## src/rtl/mem_block_mover_pkg.sv

```systemverilog
// mem_mover_pkg: shared constants for mem_block_mover (modes, FSM states, default widths)
package mem_mover_pkg;
    localparam int ADDR_W_DEF = 10;
    localparam int DATA_W_DEF = 32;
    localparam logic MODE_FILL = 1'b0;
    localparam logic MODE_COPY = 1'b1;
    localparam logic [2:0] S_IDLE    = 3'd0;
    localparam logic [2:0] S_FILL_WR = 3'd1;
    localparam logic [2:0] S_CP_RD   = 3'd2;
    localparam logic [2:0] S_CP_WAIT = 3'd3;
    localparam logic [2:0] S_CP_WR   = 3'd4;
    localparam logic [2:0] S_FINISH  = 3'd5;
endpackage

```

## src/rtl/mem_block_mover_if.sv

```systemverilog
// mem_block_mover_if: command strobe/status plus Avalon-MM master bus of the block mover
interface mem_block_mover_if #(
    parameter int ADDR_W = mem_mover_pkg::ADDR_W_DEF,
    parameter int DATA_W = mem_mover_pkg::DATA_W_DEF
);
    logic              cmd_start;
    logic              cmd_mode;
    logic [ADDR_W-1:0] cmd_src;
    logic [ADDR_W-1:0] cmd_dst;
    logic [ADDR_W:0]   cmd_len;
    logic [DATA_W-1:0] cmd_pattern;
    logic              busy;
    logic              done;
    logic [ADDR_W-1:0] m_address;
    logic              m_chipselect;
    logic              m_write;
    logic [3:0]        m_byteenable;
    logic              m_clken;
    logic [DATA_W-1:0] m_writedata;
    logic [DATA_W-1:0] m_readdata;
    modport master (
        input  cmd_start, cmd_mode, cmd_src, cmd_dst, cmd_len, cmd_pattern, m_readdata,
        output busy, done, m_address, m_chipselect, m_write, m_byteenable, m_clken, m_writedata
    );
    modport slave (
        output cmd_start, cmd_mode, cmd_src, cmd_dst, cmd_len, cmd_pattern, m_readdata,
        input  busy, done, m_address, m_chipselect, m_write, m_byteenable, m_clken, m_writedata
    );
endinterface

```

## src/rtl/mem_block_mover.sv

```systemverilog
// mem_block_mover: Avalon-MM block fill/copy engine; defining MEM_MOVER_CHECKSUM_EN adds a checksum of written words
module mem_block_mover
    import mem_mover_pkg::*;
#(
    parameter int ADDR_W       = ADDR_W_DEF,
    parameter int DATA_W       = DATA_W_DEF,
    parameter int READ_LATENCY = 1
) (
    input  logic              clk,
    input  logic              reset,
    mem_block_mover_if.master bus
`ifdef MEM_MOVER_CHECKSUM_EN
    ,
    output logic [DATA_W-1:0] checksum
`endif
);
    localparam int WAIT_W = (READ_LATENCY > 1) ? $clog2(READ_LATENCY) : 1;
    localparam logic [ADDR_W:0]   LEN_MAX   = {1'b1, {ADDR_W{1'b0}}};
    localparam logic [WAIT_W-1:0] WAIT_INIT = WAIT_W'(READ_LATENCY - 1);

    logic [2:0]        state_q, state_d;
    logic [ADDR_W:0]   cnt_q, cnt_d, len_q, len_d, cnt_inc;
    logic [ADDR_W-1:0] src_q, src_d, dst_q, dst_d, addr_q, addr_d;
    logic [DATA_W-1:0] pat_q, pat_d, wdata_q, wdata_d;
    logic [WAIT_W-1:0] wait_q, wait_d;
    logic              busy_q, busy_d, done_q, done_d, cs_q, cs_d, wr_q, wr_d, last;

    assign cnt_inc = cnt_q + 1'b1;
    assign last    = (cnt_inc == len_q);

    // Next state and the registered bus outputs for the cycle that state will occupy
    always_comb begin
        state_d = state_q;
        cnt_d   = cnt_q;
        len_d   = len_q;
        src_d   = src_q;
        dst_d   = dst_q;
        pat_d   = pat_q;
        wait_d  = wait_q;
        addr_d  = addr_q;
        wdata_d = wdata_q;
        busy_d  = busy_q;
        done_d  = 1'b0;
        cs_d    = 1'b0;
        wr_d    = 1'b0;
        case (state_q)
            S_IDLE: if (bus.cmd_start) begin
                src_d  = bus.cmd_src;
                dst_d  = bus.cmd_dst;
                pat_d  = bus.cmd_pattern;
                len_d  = (bus.cmd_len > LEN_MAX) ? LEN_MAX : bus.cmd_len;
                cnt_d  = '0;
                busy_d = 1'b1;
                if (bus.cmd_len == '0) begin
                    state_d = S_FINISH;
                end else if (bus.cmd_mode == MODE_FILL) begin
                    state_d = S_FILL_WR;
                    cs_d    = 1'b1;
                    wr_d    = 1'b1;
                    addr_d  = bus.cmd_dst;
                    wdata_d = bus.cmd_pattern;
                end else begin
                    state_d = S_CP_RD;
                    cs_d    = 1'b1;
                    addr_d  = bus.cmd_src;
                end
            end
            S_FILL_WR, S_CP_WR: begin
                cnt_d = cnt_inc;
                if (last) begin
                    state_d = S_FINISH;
                    busy_d  = 1'b0;
                    done_d  = 1'b1;
                end else if (state_q == S_FILL_WR) begin
                    cs_d    = 1'b1;
                    wr_d    = 1'b1;
                    addr_d  = dst_q + cnt_inc[ADDR_W-1:0];
                    wdata_d = pat_q;
                end else begin
                    state_d = S_CP_RD;
                    cs_d    = 1'b1;
                    addr_d  = src_q + cnt_inc[ADDR_W-1:0];
                end
            end
            S_CP_RD: begin
                state_d = S_CP_WAIT;
                wait_d  = WAIT_INIT;
            end
            S_CP_WAIT: if (wait_q == '0) begin
                state_d = S_CP_WR;
                cs_d    = 1'b1;
                wr_d    = 1'b1;
                addr_d  = dst_q + cnt_q[ADDR_W-1:0];
                wdata_d = bus.m_readdata;
            end else begin
                wait_d = wait_q - 1'b1;
            end
            S_FINISH: if (done_q) begin
                state_d = S_IDLE;
            end else begin
                done_d = 1'b1;
                busy_d = 1'b0;
            end
            default: state_d = S_IDLE;
        endcase
    end

    // State and output registers; reset aborts any command in flight
    always_ff @(posedge clk) begin
        if (reset) begin
            state_q <= S_IDLE;
            cnt_q   <= '0;
            len_q   <= '0;
            src_q   <= '0;
            dst_q   <= '0;
            pat_q   <= '0;
            wait_q  <= '0;
            addr_q  <= '0;
            wdata_q <= '0;
            busy_q  <= 1'b0;
            done_q  <= 1'b0;
            cs_q    <= 1'b0;
            wr_q    <= 1'b0;
        end else begin
            state_q <= state_d;
            cnt_q   <= cnt_d;
            len_q   <= len_d;
            src_q   <= src_d;
            dst_q   <= dst_d;
            pat_q   <= pat_d;
            wait_q  <= wait_d;
            addr_q  <= addr_d;
            wdata_q <= wdata_d;
            busy_q  <= busy_d;
            done_q  <= done_d;
            cs_q    <= cs_d;
            wr_q    <= wr_d;
        end
    end

`ifdef MEM_MOVER_CHECKSUM_EN
    logic [DATA_W-1:0] sum_q;
    // Running sum of words as they go out on the bus; cleared when a command is accepted
    always_ff @(posedge clk) begin
        if (reset || (state_q == S_IDLE && bus.cmd_start)) sum_q <= '0;
        else if (cs_q && wr_q) sum_q <= sum_q + wdata_q;
    end
    assign checksum = sum_q;
`endif

    assign bus.busy         = busy_q;
    assign bus.done         = done_q;
    assign bus.m_address    = addr_q;
    assign bus.m_chipselect = cs_q;
    assign bus.m_write      = wr_q;
    assign bus.m_writedata  = wdata_q;
    assign bus.m_byteenable = 4'hF;
    assign bus.m_clken      = 1'b1;
endmodule

```

## src/flat_wrapper.sv

```systemverilog
// flat-port wrapper written by rule: the top's interface ports become plain ports
module mem_block_mover_flat import mem_mover_pkg::*;
#(
    parameter int ADDR_W       = ADDR_W_DEF,
    parameter int DATA_W       = DATA_W_DEF,
    parameter int READ_LATENCY = 1
)
  (clk, reset, bus_cmd_start, bus_cmd_mode, bus_cmd_src, bus_cmd_dst, bus_cmd_len, bus_cmd_pattern, bus_m_readdata, bus_busy, bus_done, bus_m_address, bus_m_chipselect, bus_m_write, bus_m_byteenable, bus_m_clken, bus_m_writedata);
  mem_block_mover_if #(.ADDR_W(ADDR_W), .DATA_W(DATA_W)) bus_i ();
  input  logic clk;
  input  logic reset;
  input wire logic [$bits(bus_i.cmd_start)-1:0] bus_cmd_start;
  input wire logic [$bits(bus_i.cmd_mode)-1:0] bus_cmd_mode;
  input wire logic [$bits(bus_i.cmd_src)-1:0] bus_cmd_src;
  input wire logic [$bits(bus_i.cmd_dst)-1:0] bus_cmd_dst;
  input wire logic [$bits(bus_i.cmd_len)-1:0] bus_cmd_len;
  input wire logic [$bits(bus_i.cmd_pattern)-1:0] bus_cmd_pattern;
  input wire logic [$bits(bus_i.m_readdata)-1:0] bus_m_readdata;
  output wire logic [$bits(bus_i.busy)-1:0] bus_busy;
  output wire logic [$bits(bus_i.done)-1:0] bus_done;
  output wire logic [$bits(bus_i.m_address)-1:0] bus_m_address;
  output wire logic [$bits(bus_i.m_chipselect)-1:0] bus_m_chipselect;
  output wire logic [$bits(bus_i.m_write)-1:0] bus_m_write;
  output wire logic [$bits(bus_i.m_byteenable)-1:0] bus_m_byteenable;
  output wire logic [$bits(bus_i.m_clken)-1:0] bus_m_clken;
  output wire logic [$bits(bus_i.m_writedata)-1:0] bus_m_writedata;
  assign bus_i.cmd_start = bus_cmd_start;
  assign bus_i.cmd_mode = bus_cmd_mode;
  assign bus_i.cmd_src = bus_cmd_src;
  assign bus_i.cmd_dst = bus_cmd_dst;
  assign bus_i.cmd_len = bus_cmd_len;
  assign bus_i.cmd_pattern = bus_cmd_pattern;
  assign bus_i.m_readdata = bus_m_readdata;
  assign bus_busy = bus_i.busy;
  assign bus_done = bus_i.done;
  assign bus_m_address = bus_i.m_address;
  assign bus_m_chipselect = bus_i.m_chipselect;
  assign bus_m_write = bus_i.m_write;
  assign bus_m_byteenable = bus_i.m_byteenable;
  assign bus_m_clken = bus_i.m_clken;
  assign bus_m_writedata = bus_i.m_writedata;
  mem_block_mover #(.ADDR_W(ADDR_W), .DATA_W(DATA_W), .READ_LATENCY(READ_LATENCY)) u_core (.clk(clk), .reset(reset), .bus(bus_i));
endmodule
```

## config.mk

```make
export PLATFORM = sky130hd
export DESIGN_NAME = mem_block_mover_flat
export DESIGN_NICKNAME = d
export VERILOG_FILES = /design/src/rtl/mem_block_mover_pkg.sv /design/src/rtl/mem_block_mover_if.sv /design/src/rtl/mem_block_mover.sv /design/src/flat_wrapper.sv
export SDC_FILE = /design/constraint.sdc
export NUM_CORES = 1
export LEC_CHECK = 0
export CAP_MARGIN = 10
export CORE_AREA = 2 2 162 85
export CTS_CLUSTER_SIZE = 20
export DETAILED_ROUTE_END_ITERATION = 6
export DIE_AREA = 0 0 164 87
export DONT_BUFFER_PORTS = 1
export PLACE_DENSITY_LB_ADDON = 0.08
export SYNTH_ARGS = -nofsm -noshare
export SYNTH_HDL_FRONTEND = slang
export SYNTH_SLANG_ARGS = --single-unit
```

## constraint.sdc

```tcl
create_clock -name clk -period 3.84 [get_ports clk]
set_input_delay 0.768 -clock clk [delete_from_list [all_inputs] [get_ports clk]]
set_output_delay 0.768 -clock clk [all_outputs]
set_load 0.02 [all_outputs]
```

==> results.sh <==
export IMPL_status="finished clean"
export IMPL_gp_congestion=1.02
export IMPL_cts_hold_buf=0
export IMPL_hold_path_class="input pin to flop"
export IMPL_grt_pass1_wl_mm=33.9
export IMPL_dp_cells=983
export IMPL_cellPowerDensity_nw_per_um2=545
export IMPL_finalPower_mw=4.12
export IMPL_vias=6491
export IMPL_drive_gt1_share_pct=13.2
export IMPL_finalNonFillerCells=1015
export IMPL_p_leak_nw=2.79
export IMPL_grt_usage_pct=30.8
export IMPL_ys_seq_area_share_pct=35.5
export IMPL_cts_made_buffers=17
export IMPL_clock_skew_ps=7.94
export IMPL_arrival_ps=3530
export IMPL_hold_slack_ps=423
export IMPL_synth_edf_count=0
export IMPL_avgSynthCellArea_um2=8.02
export IMPL_drc_errors=0
export IMPL_path_class="flop to flop"
export IMPL_cts_sinks=123
export IMPL_synth_area_leaders="dfxtp_1, nand2_1, a21oi_1"
export IMPL_critPathMaxFanout=32
export IMPL_initial_core_util_pct=53.2
export IMPL_final_net_count=946
export IMPL_fp_row_count=30
export IMPL_setup_violations=0
export IMPL_antenna_cells=0
export IMPL_core_um2=13000
export IMPL_timing_fmax_ghz=0.307
export IMPL_antenna_found_initial=0
export IMPL_reg2reg_from="u_core.cnt_q[1]"
export IMPL_slew_violations=0
export IMPL_gr_total_overflow=0
export IMPL_root_buffer="clkbuf_16"
export IMPL_cts_setup_buffers=0
export IMPL_postRouteAntennaNets=0
export IMPL_area_growth_pct=9.08
export IMPL_drt_wl_total_mm=21.6
export IMPL_min_period_ps=3260
export IMPL_ir_drop_mv=0.316
export IMPL_layout_common_cells="nand2_1, dfxtp_1, a21oi_1"
export IMPL_worst_setup_path_start_kind="flop"
export IMPL_die_area_um2=14300
export IMPL_final_common_cell="nand2_1"
export IMPL_yosysUniqueCellTypes=64
export IMPL_hold_viol=0
export IMPL_relSlewSlack_pct=41.6
export IMPL_crit_path_start="u_core.cnt_q[1]"
export IMPL_synth_main_ff_cell="dfxtp_1"
export IMPL_rsz0062_at_grt="no"
export IMPL_yosysWarnings=0
export IMPL_drt_iter0_drc=693
export IMPL_cts_buffer_depth=2
export IMPL_cts_repair_resized=0
export IMPL_drv_cap=0
export IMPL_async_reset_ff_share_pct=0
export IMPL_clkTransAtPathRegs_ps=60
export IMPL_placement_cell_area_um2=6970
export IMPL_fin_tns_setup_ps=0
export IMPL_final_area_um2=7560
export IMPL_synth_top_area_cell="dfxtp_1"
export IMPL_ios=150
export IMPL_vias_per_cell=6.40
export IMPL_synth_top_area_share_pct=35.5
export IMPL_portBuffers=0
export IMPL_cts_max_level=4
export IMPL_cp_end_kind="flop"
export IMPL_cts_tree="yes"
export IMPL_grt_pass1_vias=6322
export IMPL_drt_pass1_iterations=5
export IMPL_fin_crit_sh_pct=85.0
export IMPL_postSynthCellCount=864
export IMPL_die_y_um=87
export IMPL_grt_max_degree=123
export IMPL_insertion_delay_ps=420
export IMPL_dpl_hpwl_mm=15.2
export IMPL_worst_pin_slew_ps=876
export IMPL_hold_start="reset"
export IMPL_synth_seq_cells=123
export IMPL_required_ps=4110
export IMPL_wl_per_cell_um=21.2
export IMPL_die_w_um=164
export IMPL_synth_area_um2=6930
-- state kept, by name (all words and copies together) (netlist names) --
signal / flops
u_core.src_q: 10
u_core.len_q: 11
u_core.bus.m_writedata: 32
u_core.bus.busy: 1
u_core.cnt_q: 11
u_core.state_q: 3
u_core.bus.m_address: 10
u_core.bus.done: 1
u_core.dst_q: 10
u_core.bus.m_write: 1
u_core.bus.m_chipselect: 1
u_core.pat_q: 32
-- where the power goes --
group	switching, mW	internal, mW	leakage, nW
clock network	0.662	0.973	0.282
logic	0.529	0.311	1.49
registers	0.223	1.43	1.01
-- cells by family after synthesis --
| family | Yosys count | synth area share, % |
|---|---|---|
| buf+inv | 94 | 6.01 |
| compound gates | 283 | 28.0 |
| fa+ha+maj | 21 | 4.01 |
| mux | 20 | 3.14 |
| xor+xnor | 28 | 3.95 |
| flops | 123 | 35.5 |
| simple gates | 294 | 19.3 |
| other cells | 1 | 0.0541 |
-- Yosys cell counts, drive strengths merged (3+ instances only) --
library cell and instances:
a211oi 18, a21o 5, a21oi 128, a22oi 37
a311oi 35, a31oi 6, and2 3, and3 5
buf 28, clkbuf 50, dfxtp 123, ha 19
inv 16, mux2 14, mux2i 6, nand2 165
nand3 15, nand3b 10, nand4 3, nor2 47
nor3 15, nor3b 3, nor4 4, o211ai 5
o21a 3, o21ai 20, o21bai 3, o22ai 6
or2 3, or3 9, xnor2 15, xor2 11
-- critical path: stages, from the launching register on --
cell,delay (ps)
dfxtp_1,350
ha_1,530
xor2_1,410
xnor2_1,170
nand4_1,160
or3_4,420
or3_2,450
buf_4,300
a21oi_2,210
a311oi_1,70
-- final timing paths --
path                                endpoint  cells past startpoint  slack (ps)
setup / recovery  u_core.bus.m_writedata[21]                      9         580
setup reg to reg  u_core.bus.m_writedata[21]                      9         580
hold / removal    u_core.bus.m_writedata[22]                      1         420
hold reg to reg             u_core.pat_q[24]                      2         450
-- routing by layer --
layer  track usage, %  vias to the layer above  part of all wire, %
met3             12.7                       23                   13
met5                0                        -                    0
li1                 -                     3039                    -
met4             7.89                        0                  1.1
met1             44.2                     3120                   47
met2             42.3                      309                   40
-- area by class of cell --
type,count,area (um2)
clock buffer,18,429
clock inverter,14,163
fill,1169,5460
inverter,16,60.1
multi-input combinational,651,4100
sequential,123,2460
tap,176,220
timing repair buffer,17,128
-- stage by stage --
stage	util, %	setup slack (ps)
5_1_grt	58.1	351
6_report	58.1	577
2_1_floorplan	-	879
3_5_place_dp	53.5	623
4_1_cts	58.1	618
3_3_place_gp	53.5	682
(Power assumes the default switching activity.)
